--- config.mk ---
export PLATFORM = sky130hd
export DESIGN_NAME = ioctl_loader
export DESIGN_NICKNAME = d
export VERILOG_FILES = /design/src/rtl/ioctl_loader.sv
export SDC_FILE = /design/constraint.sdc
export NUM_CORES = 1
export LEC_CHECK = 0
export CORE_UTILIZATION = 50
export CTS_CLUSTER_DIAMETER = 200
export DETAILED_ROUTE_END_ITERATION = 7
export GPL_TIMING_DRIVEN = 0
export HOLD_SLACK_MARGIN = 0.02
export PLACE_DENSITY = 0.81
export SYNTH_ARGS = -nofsm -noshare
export SYNTH_HDL_FRONTEND = slang
export SYNTH_SLANG_ARGS = --single-unit
--- constraint.sdc ---
create_clock -name clk_sys -period 6 [get_ports clk_sys]
set_input_delay 0.6 -clock clk_sys [delete_from_list [all_inputs] [get_ports clk_sys]]
set_output_delay 0.6 -clock clk_sys [all_outputs]
set_load 0.05 [all_outputs]
--- src/rtl/ioctl_loader.sv ---
// ioctl_loader: routes the HPS ioctl byte stream to one of NCH memories and
// strips magic-tagged headers. Optional checksum: IOCTL_LOADER_CHECKSUM_EN.
`timescale 1ns/1ps
module ioctl_loader #(
    parameter int              NCH         = 2,
    parameter int              AW          = 18,
    parameter int              HDR_LEN     = 128,
    parameter logic [NCH-1:0]  HDR_CH_MASK = 2'b10,
    parameter logic [39:0]     MAGIC       = 40'h4154415249,
    parameter int              CAP_OFF     = 49,
    parameter int              CAP_LEN     = 10,
    localparam int             CW          = (NCH > 1) ? $clog2(NCH) : 1
) (
    input  logic                 clk_sys,
    input  logic                 reset_n,
    input  logic                 ioctl_download,
    input  logic [7:0]           ioctl_index,
    input  logic [24:0]          ioctl_addr,
    input  logic [7:0]           ioctl_dout,
    input  logic                 ioctl_wr,
    output logic                 ioctl_wait,
    output logic [NCH-1:0]       mem_we,
    output logic [AW-1:0]        mem_addr,
    output logic [7:0]           mem_data,
    input  logic                 mem_ready,
    output logic                 load_active,
    output logic [CW-1:0]        load_ch,
    output logic                 load_done,
    output logic                 hdr_valid,
    output logic [8*CAP_LEN-1:0] hdr_info,
    output logic [31:0]          load_size,
    output logic                 err
`ifdef IOCTL_LOADER_CHECKSUM_EN
    ,
    output logic [7:0]           checksum
`endif
);

    typedef enum logic [1:0] {IDLE, ACTIVE, DRAIN} state_t;

    state_t               state_q, state_d;
    logic                 dl_q;
    logic                 pend_q, pend_d;
    logic [CW-1:0]        ch_q, ch_d;
    logic [NCH-1:0]       we_q, we_d;
    logic [AW-1:0]        addr_q, addr_d;
    logic [7:0]           data_q, data_d;
    logic                 act_q, act_d;
    logic                 done_q, done_d;
    logic                 hv_q, hv_d;
    logic [8*CAP_LEN-1:0] info_q, info_d;
    logic [31:0]          size_q, size_d;
    logic                 err_q, err_d;
    logic [4:0]           mag_q, mag_d;
    logic [24:0]          last_q, last_d;
    logic                 any_q, any_d;
`ifdef IOCTL_LOADER_CHECKSUM_EN
    logic [7:0]           sall_q, sall_d;
    logic [7:0]           spay_q, spay_d;
    logic [7:0]           cks_q, cks_d;
`endif

    logic        rise, fall, acc, start, fin;
    logic [25:0] tot, sub;
    logic [31:0] sz;

    assign ioctl_wait = (|we_q) & ~mem_ready;

    always_comb begin
        rise    = ioctl_download & ~dl_q;
        fall    = ~ioctl_download & dl_q;
        acc     = ioctl_wr && (state_q == ACTIVE) && !ioctl_wait;
        start   = 1'b0;
        fin     = 1'b0;
        state_d = state_q;
        pend_d  = pend_q;
        ch_d    = ch_q;
        we_d    = we_q;
        addr_d  = addr_q;
        data_d  = data_q;
        act_d   = act_q;
        done_d  = 1'b0;
        hv_d    = hv_q;
        info_d  = info_q;
        size_d  = size_q;
        err_d   = err_q;
        mag_d   = mag_q;
        last_d  = last_q;
        any_d   = any_q;
`ifdef IOCTL_LOADER_CHECKSUM_EN
        sall_d  = sall_q;
        spay_d  = spay_q;
        cks_d   = cks_q;
`endif
        if (mem_ready) we_d = '0;
        if (ioctl_wr && (state_q == ACTIVE) && ioctl_wait) err_d = 1'b1;

        if (acc) begin
            we_d       = '0;
            we_d[ch_q] = 1'b1;
            addr_d     = (hv_q && ioctl_addr >= 25'(HDR_LEN))
                       ? AW'(ioctl_addr - 25'(HDR_LEN))
                       : AW'(ioctl_addr);
            data_d     = ioctl_dout;
            last_d     = ioctl_addr;
            any_d      = 1'b1;
            for (int k = 0; k < 5; k++)
                if (ioctl_addr == 25'(k + 1))
                    mag_d[k] = (ioctl_dout == MAGIC[39-8*k -: 8]);
            if (ioctl_addr == 25'd5)
                hv_d = (&mag_d) && HDR_CH_MASK[ch_q];
            for (int i = 0; i < CAP_LEN; i++)
                if (ioctl_addr == 25'(CAP_OFF + i))
                    info_d[8*(CAP_LEN-1-i) +: 8] = ioctl_dout;
`ifdef IOCTL_LOADER_CHECKSUM_EN
            // Both sums run because the header verdict arrives at offset 5
            sall_d = sall_q + ioctl_dout;
            if (ioctl_addr >= 25'(HDR_LEN)) spay_d = spay_q + ioctl_dout;
`endif
        end

        tot = 26'(last_q) + 26'd1;
        sub = hv_q ? 26'(HDR_LEN) : 26'd0;
        sz  = (!any_q || tot < sub) ? 32'd0 : 32'(tot - sub);

        unique case (state_q)
            IDLE:   start = rise || (pend_q && ioctl_download);
            ACTIVE: if (fall) begin
                        if (|we_d) state_d = DRAIN;
                        else       fin     = 1'b1;
                    end
            DRAIN:  begin
                        if (!(|we_d)) fin    = 1'b1;
                        if (rise)     pend_d = 1'b1;
                    end
            default: state_d = IDLE;
        endcase

        if (fin) begin
            state_d = IDLE;
            act_d   = 1'b0;
            done_d  = 1'b1;
            size_d  = sz;
`ifdef IOCTL_LOADER_CHECKSUM_EN
            cks_d   = hv_q ? spay_q : sall_q;
`endif
        end

        if (start) begin
            state_d = ACTIVE;
            pend_d  = 1'b0;
            act_d   = 1'b1;
            ch_d    = (32'(ioctl_index) >= NCH) ? CW'(NCH - 1) : CW'(ioctl_index);
            hv_d    = 1'b0;
            info_d  = '0;
            err_d   = 1'b0;
            mag_d   = '0;
            last_d  = '0;
            any_d   = 1'b0;
`ifdef IOCTL_LOADER_CHECKSUM_EN
            sall_d  = '0;
            spay_d  = '0;
            cks_d   = '0;
`endif
        end
    end

    always_ff @(posedge clk_sys) begin
        if (!reset_n) begin
            state_q <= IDLE;
            dl_q    <= 1'b1;
            pend_q  <= 1'b0;
            ch_q    <= '0;
            we_q    <= '0;
            addr_q  <= '0;
            data_q  <= '0;
            act_q   <= 1'b0;
            done_q  <= 1'b0;
            hv_q    <= 1'b0;
            info_q  <= '0;
            size_q  <= '0;
            err_q   <= 1'b0;
            mag_q   <= '0;
            last_q  <= '0;
            any_q   <= 1'b0;
`ifdef IOCTL_LOADER_CHECKSUM_EN
            sall_q  <= '0;
            spay_q  <= '0;
            cks_q   <= '0;
`endif
        end else begin
            state_q <= state_d;
            dl_q    <= ioctl_download;
            pend_q  <= pend_d;
            ch_q    <= ch_d;
            we_q    <= we_d;
            addr_q  <= addr_d;
            data_q  <= data_d;
            act_q   <= act_d;
            done_q  <= done_d;
            hv_q    <= hv_d;
            info_q  <= info_d;
            size_q  <= size_d;
            err_q   <= err_d;
            mag_q   <= mag_d;
            last_q  <= last_d;
            any_q   <= any_d;
`ifdef IOCTL_LOADER_CHECKSUM_EN
            sall_q  <= sall_d;
            spay_q  <= spay_d;
            cks_q   <= cks_d;
`endif
        end
    end

    assign mem_we      = we_q;
    assign mem_addr    = addr_q;
    assign mem_data    = data_q;
    assign load_active = act_q;
    assign load_ch     = ch_q;
    assign load_done   = done_q;
    assign hdr_valid   = hv_q;
    assign hdr_info    = info_q;
    assign load_size   = size_q;
    assign err         = err_q;
`ifdef IOCTL_LOADER_CHECKSUM_EN
    assign checksum    = cks_q;
`endif

endmodule

==> results.json <==
{
  "hp-class": "flip-flop to flip-flop",
  "max-slew-margin-rel_pct": 14.5,
  "root_buffer": "sky130_fd_sc_hd__clkbuf_16",
  "crit_path_top_delay_cell": "sky130_fd_sc_hd__nor4_1",
  "power_density_mw_per_mm2": 245,
  "global_route_total_usage_across_every_layer_pct": 27.9,
  "worstSetupPathType": "input pin to flip-flop",
  "tritoncts": "yes",
  "synthToLayoutAreaGrowth_pct": 35.7,
  "synth_seq_cells": 174,
  "critPathCaptureType": "flip-flop",
  "gp_congestion": 0.934,
  "asyncSetResetFlopFracSynth_pct": 0,
  "synth_adder_area_share_pct": 1.29,
  "synth_top_flop_cell": "sky130_fd_sc_hd__dfxtp_1",
  "finalSetupTns_ns": 0,
  "finish.utilization_pct": 69.3,
  "min_period_over_period_pct": 59.2,
  "number_of_antenna_violations_at_the_first_check_in_global_routing": 0,
  "achievable-frequency_mhz": 281,
  "post-dp-hpwl_mm": 16.4,
  "crit_path_max_fanout": 8,
  "timing.max_cap.violations": 0,
  "grt_overflow_total": 0,
  "netlist_top_cells_area": "sky130_fd_sc_hd__dfxtp_1 (45%), sky130_fd_sc_hd__nand2_1 (12%), sky130_fd_sc_hd__a21oi_1 (6.3%)",
  "vdd.ir_drop.worst_mv": 0.206,
  "synthDistinctLibCells": 56,
  "final_cell_mix": "sky130_fd_sc_hd__nand2_1 (247), sky130_fd_sc_hd__clkdlybuf4s50_1 (191), sky130_fd_sc_hd__dfxtp_1 (174)",
  "dieArea_mm2": 0.0160,
  "cts_htree_levels": 4,
  "clock_pin_slew_on_the_worst_setup_and_hold_paths_ns": 0.07,
  "grt_pass1_wl_mm": 34.7,
  "dr.first_iter.drc_count": 420,
  "grt_max_degree": 17,
  "timing.critical_path.cells": "clkdlybuf4s50_1, or4_1, nor3_1, nand4b_1, nor4_1, nand2_1, a21oi_1",
  "detail_route.vias_per_cell": 5.45,
  "cp.required_ns": 6.36,
  "cts-hold-fix-buffers": 0,
  "drt-wirelength-per-cell_um": 16.4,
  "drt_drc_violations_left": 0,
  "mappedNetlistNets": 1000,
  "drive_gt1_share_pct": 6.51,
  "ctsResizeCount": 0,
  "numPortBuffers": 191,
  "die_width_um": 126,
  "post_synth_inst_count": 946,
  "firstDrtPassIters": 5,
  "multiplexer_fraction_of_the_synthesized_cell_area_pct": 4.19,
  "finClkSkew_ns": 0.00739,
  "wl_mm": 22.3,
  "worst_pin_slew_ns": 1.27,
  "slew_viol_final": 0,
  "clock_insertion_delay_worst_skew_ns": 0.43,
  "synth_largest_type_area_fraction_pct": 45.0,
  "layout.cells.most_common": "sky130_fd_sc_hd__nand2_1",
  "hold_viol_final": 0,
  "cts_buffer_depth": 2,
  "tritoncts_num_sinks": 174,
  "synth_top_family_by_area": "simple AND/OR/NAND/NOR gates",
  "edff_count_synth": 0,
  "grt_pass1_vias": 6872,
  "period_needed_ns": 3.55,
  "synth_area_mm2": 0.00774,
  "post-cts-setup-buffers": 0,
  "postRouteAntennaNets": 0,
  "synth-simple-area-share_pct": 26.1,
  "initial_utilization_pct": 51.1,
  "finalSetupViolCount": 0,
  "placement_rows": 45,
  "crit_arrival_ns": 3.92,
  "nNetsFinal": 1210,
  "yosys_warnings": 0,
  "run_status": "complete, no violations",
  "number_of_buffer_and_inverter_stages_on_the_critical_path": 1,
  "critPathTopFamily": "simple AND/OR/NAND/NOR gates",
  "io_pins": 192,
  "via_count": 7389,
  "synth_xor_area_share_pct": 4.75,
  "core_area_mm2": 0.0151,
  "avg_inst_size_synth_um2": 8.18,
  "synth_compound_area_share_pct": 14.4,
  "critical_path_s_largest_stage_delay_ns": 1.06,
  "synth_top_cell_by_area": "sky130_fd_sc_hd__dfxtp_1",
  "yosysSeqAreaShare_pct": 45.0,
  "grt_setup_unrepaired": "false",
  "die_height_um": 126,
  "leakagePower_nw": 3.63,
  "insertedDiodeCount": 0,
  "cts-buffers-inserted": 17,
  "worstSetupStartpointType": "input pin"
}
[worst paths after layout]
check,start,endpoint,slack [ns],cells past startpoint
max,ioctl_addr[17],hdr_info[79],2.45,7
min,hdr_info[39],hdr_info[39],0.45,2
max reg2reg,last_q[5],load_size[0],2.76,9
min reg2reg,hdr_info[39],hdr_info[39],0.45,2
[sequential cells by signal, summed over array words and instances, names as in the netlist]
signal / cells
err: 1
state_q: 2
mem_addr: 18
hdr_info: 80
load_active: 1
mem_data: 8
any_q: 1
dl_q: 1
hdr_valid: 1
mag_q: 4
mem_we: 2
pend_q: 1
last_q: 25
load_size: 27
load_ch: 1
load_done: 1
[routing by layer]
layer	track usage, %	part of all wire (%)	up-vias
li1	-	-	3629
met1	31.9	42	3439
met2	47.1	47	267
met3	9.70	8.6	54
met4	12.3	2.7	0
met5	0	0	-
[stage by stage]
step                cell area (µm²)  instances  hold slack, ns  power, mW  setup slack, ns
finish                        10500       1356           0.451       2.57             2.45
global route                  10500       1356           0.470       2.64             2.30
CTS                           10500       1356           0.450       2.58             2.52
detailed placement             9890       1325           0.441       1.44             2.07
global placement               9890       1325           0.437       1.44             2.15
floorplan                      7740        946           0.433       1.34             3.21
[worst min-delay path, cell delays in order, from the launching register on]
cell and delay, ns:
sky130_fd_sc_hd__dfxtp_1 0.31, sky130_fd_sc_hd__nand2_1 0.05, sky130_fd_sc_hd__a21oi_1 0.05
[cell usage after synthesis (2+ instances only)]
library cell / n
sky130_fd_sc_hd__o211a_1: 2
sky130_fd_sc_hd__nor4b_1: 2
sky130_fd_sc_hd__buf_2: 6
sky130_fd_sc_hd__nand4b_1: 2
sky130_fd_sc_hd__o21ai_1: 4
sky130_fd_sc_hd__nand2b_1: 8
sky130_fd_sc_hd__o31ai_1: 8
sky130_fd_sc_hd__o31a_1: 2
sky130_fd_sc_hd__a21oi_1: 98
sky130_fd_sc_hd__nor3b_1: 8
sky130_fd_sc_hd__ha_1: 8
sky130_fd_sc_hd__clkbuf_1: 48
sky130_fd_sc_hd__nor3_1: 16
sky130_fd_sc_hd__o22ai_1: 2
sky130_fd_sc_hd__nand4_4: 2
sky130_fd_sc_hd__or4_1: 8
sky130_fd_sc_hd__mux2i_1: 29
sky130_fd_sc_hd__buf_4: 5
sky130_fd_sc_hd__nand4_1: 9
sky130_fd_sc_hd__and2_1: 5
sky130_fd_sc_hd__xor2_1: 11
sky130_fd_sc_hd__nand3_1: 19
sky130_fd_sc_hd__a31oi_1: 6
sky130_fd_sc_hd__o21ai_2: 16
sky130_fd_sc_hd__mux2_2: 3
sky130_fd_sc_hd__nor2b_1: 8
sky130_fd_sc_hd__dfxtp_1: 174
sky130_fd_sc_hd__a21boi_0: 21
sky130_fd_sc_hd__buf_6: 2
sky130_fd_sc_hd__nor2_1: 57
sky130_fd_sc_hd__or2_2: 2
sky130_fd_sc_hd__a211oi_1: 2
sky130_fd_sc_hd__and3_1: 6
sky130_fd_sc_hd__o21ai_0: 10
sky130_fd_sc_hd__nor3_2: 2
sky130_fd_sc_hd__xnor2_1: 31
sky130_fd_sc_hd__nor4_1: 18
sky130_fd_sc_hd__inv_1: 15
sky130_fd_sc_hd__nand2_1: 247
sky130_fd_sc_hd__or3_1: 6
sky130_fd_sc_hd__o211ai_1: 3
[layout make-up]
type                            instances  area, µm²
Buffer                                 62        274
Clock inverter                         12        161
Sequential cell                       174       3480
Multi-Input combinational cell        695       3930
Clock buffer                           19        453
Inverter                               15       56.3
Timing Repair Buffer                  191       1910
Tap cell                              188        235
Fill cell                            1194       4640
[report_power, final]
part	leakage (nW)	internal [mW]	total (mW)	switching [mW]
clock network	0.280	0.677	1.15	0.470
logic	1.95	0.0841	0.236	0.152
registers	1.40	1.17	1.19	0.0133
total	3.63	1.93	2.57	0.635
[kinds of logic after synthesis]
| kind of cell | count (synthesis) |
|---|---|
| flops | 174 |
| fa+ha+maj | 8 |
| mux | 32 |
| xor+xnor | 42 |
| buf+inv | 77 |
| simple gates | 434 |
| compound gates | 179 |
Note: power is estimated with default switching activity, not from simulation.
